`src/rtl/ex_mem_stage.sv`:
```
// EX/MEM pipeline stage: holds the instruction in MEM, drives the data-memory
// request, stalls upstream until the memory completes, and feeds the MEM/WB latch.
module ex_mem_stage #(
  parameter int DATA_W = 32
) (
  input  logic              CLK,
  input  logic              RST,
  input  logic              ex_valid,
  input  logic [4:0]        ex_rd,
  input  logic [4:0]        ex_rt,
  input  logic              ex_regwr,
  input  logic              ex_memrd,
  input  logic              ex_memwr,
  input  logic              ex_halt,
  input  logic [DATA_W-1:0] ex_aluout,
  input  logic [DATA_W-1:0] ex_store,
  input  logic              flush,
  input  logic              dhit,
  input  logic [DATA_W-1:0] dload,
  output logic              dmem_ren,
  output logic              dmem_wen,
  output logic [DATA_W-1:0] dmem_addr,
  output logic [DATA_W-1:0] dmem_store,
  output logic [4:0]        rd_mem,
  output logic [4:0]        mem_rt,
  output logic              wr_mem,
  output logic              wm_mem,
  output logic              mem_stall,
  output logic              wb_valid,
  output logic              wb_regwr,
  output logic [4:0]        wb_rd,
  output logic [DATA_W-1:0] wb_data,
  output logic              halt_out,
  output logic [15:0]       stall_cycles
);

  typedef enum logic [1:0] {S_RUN, S_WAIT, S_HALT} state_t;

  state_t state_q, state_d;

  logic              l_valid_q, l_valid_d;
  logic [4:0]        l_rd_q, l_rd_d;
  logic [4:0]        l_rt_q, l_rt_d;
  logic              l_regwr_q, l_regwr_d;
  logic              l_memrd_q, l_memrd_d;
  logic              l_memwr_q, l_memwr_d;
  logic              l_halt_q, l_halt_d;
  logic [DATA_W-1:0] l_aluout_q, l_aluout_d;
  logic [DATA_W-1:0] l_store_q, l_store_d;

  logic              wb_valid_q, wb_valid_d;
  logic              wb_regwr_q, wb_regwr_d;
  logic [4:0]        wb_rd_q, wb_rd_d;
  logic [DATA_W-1:0] wb_data_q, wb_data_d;

  logic [15:0]       stall_q, stall_d;
  logic              req_ok;

  function automatic logic [15:0] sat_inc(input logic [15:0] v);
    return (v == 16'hFFFF) ? v : v + 16'd1;
  endfunction

  assign req_ok     = (state_q != S_HALT);
  assign dmem_ren   = req_ok & l_valid_q & l_memrd_q;
  assign dmem_wen   = req_ok & l_valid_q & l_memwr_q;
  assign dmem_addr  = l_aluout_q;
  assign dmem_store = l_store_q;
  assign mem_stall  = ~req_ok | ((dmem_ren | dmem_wen) & ~dhit);

  assign rd_mem       = l_rd_q;
  assign mem_rt       = l_rt_q;
  assign wr_mem       = l_valid_q & l_regwr_q;
  assign wm_mem       = l_valid_q & l_memwr_q;
  assign wb_valid     = wb_valid_q;
  assign wb_regwr     = wb_regwr_q;
  assign wb_rd        = wb_rd_q;
  assign wb_data      = wb_data_q;
  assign halt_out     = (state_q == S_HALT);
  assign stall_cycles = stall_q;

  // Stage latch: frozen while stalled, so flush only matters on advancing edges
  always_comb begin
    l_valid_d  = l_valid_q;
    l_rd_d     = l_rd_q;
    l_rt_d     = l_rt_q;
    l_regwr_d  = l_regwr_q;
    l_memrd_d  = l_memrd_q;
    l_memwr_d  = l_memwr_q;
    l_halt_d   = l_halt_q;
    l_aluout_d = l_aluout_q;
    l_store_d  = l_store_q;
    if (!mem_stall) begin
      l_rd_d     = ex_rd;
      l_rt_d     = ex_rt;
      l_aluout_d = ex_aluout;
      l_store_d  = ex_store;
      l_valid_d  = ex_valid & ~flush;
      l_regwr_d  = ex_regwr & ex_valid & ~flush;
      l_memrd_d  = ex_memrd & ex_valid & ~flush;
      l_memwr_d  = ex_memwr & ex_valid & ~flush;
      l_halt_d   = ex_halt  & ex_valid & ~flush;
    end
  end

  always_comb begin
    state_d = state_q;
    unique case (state_q)
      S_RUN:   if ((dmem_ren | dmem_wen) && !dhit) state_d = S_WAIT;
      S_WAIT:  if (dhit) state_d = S_RUN;
      S_HALT:  state_d = S_HALT;
      default: state_d = S_RUN;
    endcase
    if (l_valid_q && l_halt_q) state_d = S_HALT;
  end

  // MEM/WB latch: a stall inserts a bubble but keeps rd/data
  always_comb begin
    wb_valid_d = 1'b0;
    wb_regwr_d = 1'b0;
    wb_rd_d    = wb_rd_q;
    wb_data_d  = wb_data_q;
    if (!mem_stall) begin
      wb_valid_d = l_valid_q;
      wb_regwr_d = l_valid_q & l_regwr_q & ~l_memwr_q;
      wb_rd_d    = l_rd_q;
      wb_data_d  = l_memrd_q ? dload : l_aluout_q;
    end
  end

  assign stall_d = (req_ok && mem_stall) ? sat_inc(stall_q) : stall_q;

  always_ff @(posedge CLK) begin
    if (RST) begin
      state_q    <= S_RUN;
      l_valid_q  <= 1'b0;
      l_rd_q     <= '0;
      l_rt_q     <= '0;
      l_regwr_q  <= 1'b0;
      l_memrd_q  <= 1'b0;
      l_memwr_q  <= 1'b0;
      l_halt_q   <= 1'b0;
      l_aluout_q <= '0;
      l_store_q  <= '0;
      wb_valid_q <= 1'b0;
      wb_regwr_q <= 1'b0;
      wb_rd_q    <= '0;
      wb_data_q  <= '0;
      stall_q    <= '0;
    end else begin
      state_q    <= state_d;
      l_valid_q  <= l_valid_d;
      l_rd_q     <= l_rd_d;
      l_rt_q     <= l_rt_d;
      l_regwr_q  <= l_regwr_d;
      l_memrd_q  <= l_memrd_d;
      l_memwr_q  <= l_memwr_d;
      l_halt_q   <= l_halt_d;
      l_aluout_q <= l_aluout_d;
      l_store_q  <= l_store_d;
      wb_valid_q <= wb_valid_d;
      wb_regwr_q <= wb_regwr_d;
      wb_rd_q    <= wb_rd_d;
      wb_data_q  <= wb_data_d;
      stall_q    <= stall_d;
    end
  end

endmodule

```
`config.mk`:
```
export PLATFORM = sky130hd
export DESIGN_NAME = ex_mem_stage
export DESIGN_NICKNAME = d
export VERILOG_FILES = /design/src/rtl/ex_mem_stage.sv
export SDC_FILE = /design/constraint.sdc
export NUM_CORES = 1
export LEC_CHECK = 0
export ABC_AREA = 0
export CORE_MARGIN = 1
export CORE_UTILIZATION = 40
export DETAILED_ROUTE_END_ITERATION = 16
export DONT_BUFFER_PORTS = 1
export GPL_TIMING_DRIVEN = 0
export PLACE_DENSITY_LB_ADDON = 0.15
export SLEW_MARGIN = 10
export SYNTH_ARGS = -nofsm -noshare
export SYNTH_HDL_FRONTEND = slang
export SYNTH_SLANG_ARGS = --single-unit
```
`constraint.sdc`:
```
create_clock -name CLK -period 1.8 [get_ports CLK]
set_input_delay 0.36 -clock CLK [delete_from_list [all_inputs] [get_ports CLK]]
set_output_delay 0.36 -clock CLK [all_outputs]
set_load 0.005 [all_outputs]
```
Yosys cells after proc, flatten, opt, wreduce, memory -nomap -nowiden

Index checks and enable logic that the tools add are counted.

Flip-flop bits (word level): 136
Input port bits: 115
Output and inout port bits: 135
Word-level logic and storage cells: 63

$add $sub $neg: 1
Equality and inequality tests: 8
Multiplexer cells: 5
Bitwise logic cells: 23
Reductions and logical operators: 10

Operator list:

| cell                  | count |
|---|---|
| $mux 32               | 1 |
| $add 16x1->16 const B | 1 |
| $and 1x1->1           | 16 |
| $eq 16x16->1 const B  | 1 |
| $mux 2                | 3 |
| $ne 2x2->1 const B    | 3 |
| $ne 3x3->1 const B    | 2 |
| $pmux 2 s3            | 1 |
| $reduce_and 2->1      | 3 |
| $not 1->1             | 5 |
| $reduce_or 2->1       | 2 |
| $logic_and 1x1->1     | 3 |
| $eq 2x1->1 const B    | 1 |
| $eq 2x2->1 const B    | 1 |
| $logic_not 2->1       | 1 |
| $or 1x1->1            | 2 |
| $logic_not 1->1       | 1 |

Logic depth before layout (Yosys ltp)

Depth after elaboration: 8
Gate-level depth with buffers: 8
Gate-level depth less buffers: 6

Least setup slack after synthesis

OpenSTA, ideal clock, no wires.

Path type: reg-to-reg
Start point: reg stall_q[5] (netlist: stall_cycles[5])
End point: reg stall_q[15] (netlist: stall_cycles[15])
Library setup time: 115 ps
Arrival time: 1767 ps
Data required time: 1685 ps
Path slack: -82 ps
Cell stages (with the launch flop): 7
Buffers on the path: 2
Clock period less this slack: 1882 ps
Path through: dfxtp_1 > buf_2 > inv_1 > or4_1 > clkbuf_2 > or4_1 > and3_1

Cells in the longest elaborated chain, start to end: 3
Elaborated cells on any way between the ends: 4
Classes of those cells: add/sub: 1; eq/ne: 1; bitwise: 1; reduce/logical: 1

Ends and longest elaborated chain:

| element                                               | line | RTL |
|---|---|---|
| start: declaration                                    | 56   | `logic [15:0] stall_q, stall_d;` |
| start signal: assignment                              | 164  | `stall_q <= stall_d;` |
| branches (longest 3 deep; another with $add 16x1->16) | n/a  |  |

Several ways; the timed one is not identified.
A chain may end at the register's enable or synchronous reset.

Worst setup path after layout

Start point: reg l_memrd_q
End point: out mem_stall

Cells in the longest elaborated chain, start to end: 4

Ends and longest elaborated chain:

| element                  | line | RTL |
|---|---|---|
| start: declaration       | 45   | `logic l_memrd_q, l_memrd_d;` |
| start signal: assignment | 155  | `l_memrd_q <= l_memrd_d;` |
| $and 1x1->1              | 64   | `assign dmem_ren = req_ok & l_valid_q & l_memrd_q;` |
| $or 1x1->1               | 68   | `assign mem_stall = ~req_ok \| ((dmem_ren \| dmem_wen) & ~dhit);` |
| $and 1x1->1              | 68   |  |
| $or 1x1->1               | 68   |  |
| end: declaration         | 28   | `output logic mem_stall,` |

Every way passes these cells.

==> run_results.csv <==
group,metric,value,unit
status,status,"finished, violations left",
synth,ys_seq_area_frac,0.513,
worst_setup_path,required,1.44,ns
worst_setup_path,critPathTopFamily,"compound AO/OA/AOI/OAI gates",
power_and_ir_drop,swShare,0.209,
clock_tree,cts_tree,"done",
grt,antenna_found_initial,0,
clock_tree,cts_max_path_buffers,2,
timing,fmax,0.538,GHz
clock_tree,clk_latency,0.41,ns
synth,synth_edf_count,0,
worst_setup_path,worstSetupPathType,"register to output pin",
drt,vias,4676,
timing,finalSetupViolCount,3,
synth,netlist_area,0.00531,mm2
grt,overflow,0,
drt,post_drt_wl_per_cell,18.6,um
drt,drcViolationCount,0,
worst_setup_path,critPathMaxStageDelay,0.30,ns
synth,synthArstFlopShare,0,
clock_tree,cts_buffers,17,
power_and_ir_drop,power_frac_clock,0.523,
worst_setup_path,worst_setup_path_end_kind,"output pin",
power_and_ir_drop,p_int,0.00596,W
worst_setup_path,cp_cell_sequence,"buf_6 -> o21ba_4 -> a21oi_4 -> inv_4 -> buf_8",
grt,grt_pass1_wl,22900,um
timing,min_period,1.86,ns
finish,layout_commonest_cell,"nand2_1",
worst_setup_path,critical_path_buf_inv_count,3,
timing,finalHoldViolations,0,
drt,drt-initial-drc-count,204,
job,cap_violations,0,
placed_design,gp_congestion,0.799,
status,violations,"setup timing",
synth,syn-num-nets,751,
timing,layout_setup_ws,-0.0579,ns
grt,first_global_vias,4271,
finish,drive_gt1_frac,0.171,
finish,layout_common_cells,"nand2_1, dfxtp_1, a21oi_1",
synth,ys_warn_count,0,
timing,finalMaxSlewViolations,0,
synth,synth_cells,635,
placed_design,portBuffers,0,
floorplan,initial_core_util,0.416,
worst_setup_path,path_max_fanout,6,
drt,wirelength,15900,um
timing,fin_crit_sh,1.03,
clock_tree,clockRootBuffer,"clkbuf_16",
timing,tightest_slew,0.760,ns
floorplan,io_pins,250,
clock_tree,clk_pin_slew_worst_paths,0.06,ns
synth,synth.avg_cell_area,8.36,um2
drt,drt_pass1_iterations,4,
power_and_ir_drop,p_per_area,1130,mW/mm2
floorplan,design.core.area,0.0128,mm2
timing,finalClockSkew,0.00526,ns
placed_design,hpwl,11500,um
placed_design,placed_cells,807,
finish,antennaDiodeCount,0,
floorplan,die_area,0.0137,mm2
grt,grt_max_degree,17,
worst_hold_path,hp-class,"input pin to register",
placed_design,post-place-ws,-0.670,ns
floorplan,std_cell_rows,41,
floorplan,die_w,117,um
synth,ys_ff_latch,136,
power_and_ir_drop,vdd_drop_max,0.000706,V
finish,final_nets,787,
drt,ant_nets,0,
power_and_ir_drop,combinationalPowerShare,0.040,
finish,areaGrowthSynthToFinish,25.0,%
worst_setup_path,arrival,1.50,ns
clock_tree,h-tree-depth,4,
timing,slew_headroom,0.493,
clock_tree,cts_sinks,136,
finish,final_cells,856,
synth,ys.flop_type,"dfxtp_1",
worst_setup_path,slowest_stage,"dfxtp_1",
clock_tree,cts_hold_buf,0,
synth,synth_cell_types,38,
floorplan,die-height,117,um
power_and_ir_drop,pwr-share-seq,0.436,
worst_setup_path,cp-start-kind,"register",
power_and_ir_drop,switchingPower,0.00157,W
drt,via_per_inst,5.46,
power_and_ir_drop,p_leak,2.60,nW
grt,grt.total_usage,0.225,
timing,rsz0062_at_grt,"yes",
layer usage:
layer	vias up	track usage	wire, um	share of wire
li1	2260	-	-	-
met1	2217	0.258	6400	0.40
met2	171	0.372	7910	0.50
met3	28	0.0778	1230	0.077
met4	0	0.110	373	0.023
met5	-	0	0	0
synthesized netlist by cell type (2+ instances only):
master / instances / share of area
and2_1: 3 / 0.0035
nor2_1: 37 / 0.026
a211oi_1: 32 / 0.045
clkbuf_1: 36 / 0.025
dfxtp_1: 136 / 0.51
nor4_1: 4 / 0.0047
inv_1: 7 / 0.0049
nand2_1: 172 / 0.12
mux2i_1: 33 / 0.062
buf_2: 9 / 0.0085
o31ai_1: 9 / 0.013
or4_1: 10 / 0.014
o21bai_1: 2 / 0.0028
o21ai_0: 2 / 0.0019
nand4_1: 6 / 0.0071
a21oi_1: 97 / 0.091
o41ai_1: 2 / 0.0033
nand3_1: 8 / 0.0075
mux2_2: 2 / 0.0042
buf_1: 3 / 0.0021
nor2b_1: 3 / 0.0035
and3_1: 6 / 0.0071
per-stage QoR:
step                power [W]  TNS, ns  instance area (um2)  hold WS, ns  utilization
global route          0.00776   -0.597                 6640       0.0646        0.520
finish                0.00753  -0.0930                 6640       0.0763        0.520
CTS                   0.00758   -0.205                 6460       0.0619        0.506
detailed placement    0.00366   -66.91                 5550        0.451        0.434
floorplan             0.00354        0                 5330        0.432            -
global placement      0.00364   -62.08                 5550        0.445        0.434
layout make-up:
type	count	area, um2
buffer	47	278
clock inverter	6	158
timing repair buffer	20	171
fill	1184	6130
sequential	136	2760
multi-input combinational	442	2510
clock buffer	26	519
inverter	7	28.8
tap	172	215
kinds of logic (layout without fill, tap and decap cells):
logic type,Yosys count,after routing,synth area share
buffers and inverters,57,106,0.0434
AOI/OAI and AO/OA,148,148,0.165
muxes,35,35,0.0664
and+or+nand+nor,258,258,0.210
DFF,136,136,0.513
adders and majority gates,1,1,0.00236
path summary, 6_finish.rpt:
kind	start	end	slack [ns]	depth (start not counted)
setup / recovery	l_memrd_q	mem_stall	-0.06	5
hold / removal	ex_store[20]	dmem_store[20]	0.08	2
setup reg to reg	stall_cycles[1]	stall_cycles[14]	-0.03	5
hold reg to reg	l_halt_q	l_halt_q	0.46	2
power by group through the flow:
stage	clock network (W)	registers, W	logic, W
after floorplan	0	0.00332	0.000224
after global placement	0	0.00336	0.000279
after detailed placement	0	0.00336	0.000292
after CTS	0.00399	0.00329	0.000299
after global routing	0.00411	0.00330	0.000343
final	0.00394	0.00328	0.000304
flip-flops by register name, indices dropped and copies added, names as in the netlist, 2 cells and up:
signal / count
mem_rt: 5
dmem_addr: 32
dmem_store: 32
wb_data: 32
state_q: 2
stall_cycles: 16
wb_rd: 5
rd_mem: 5
what timing repair did:
item                                   4_1_cts  5_1_grt
gates cloned                                 0        2
pin swaps                                    7        9
endpoints found under the hold margin        0        0
setup endpoints to repair                  133       80
setup buffers                                7       12
resized for setup                           59       32
Power figures use the tool's default switching activity.
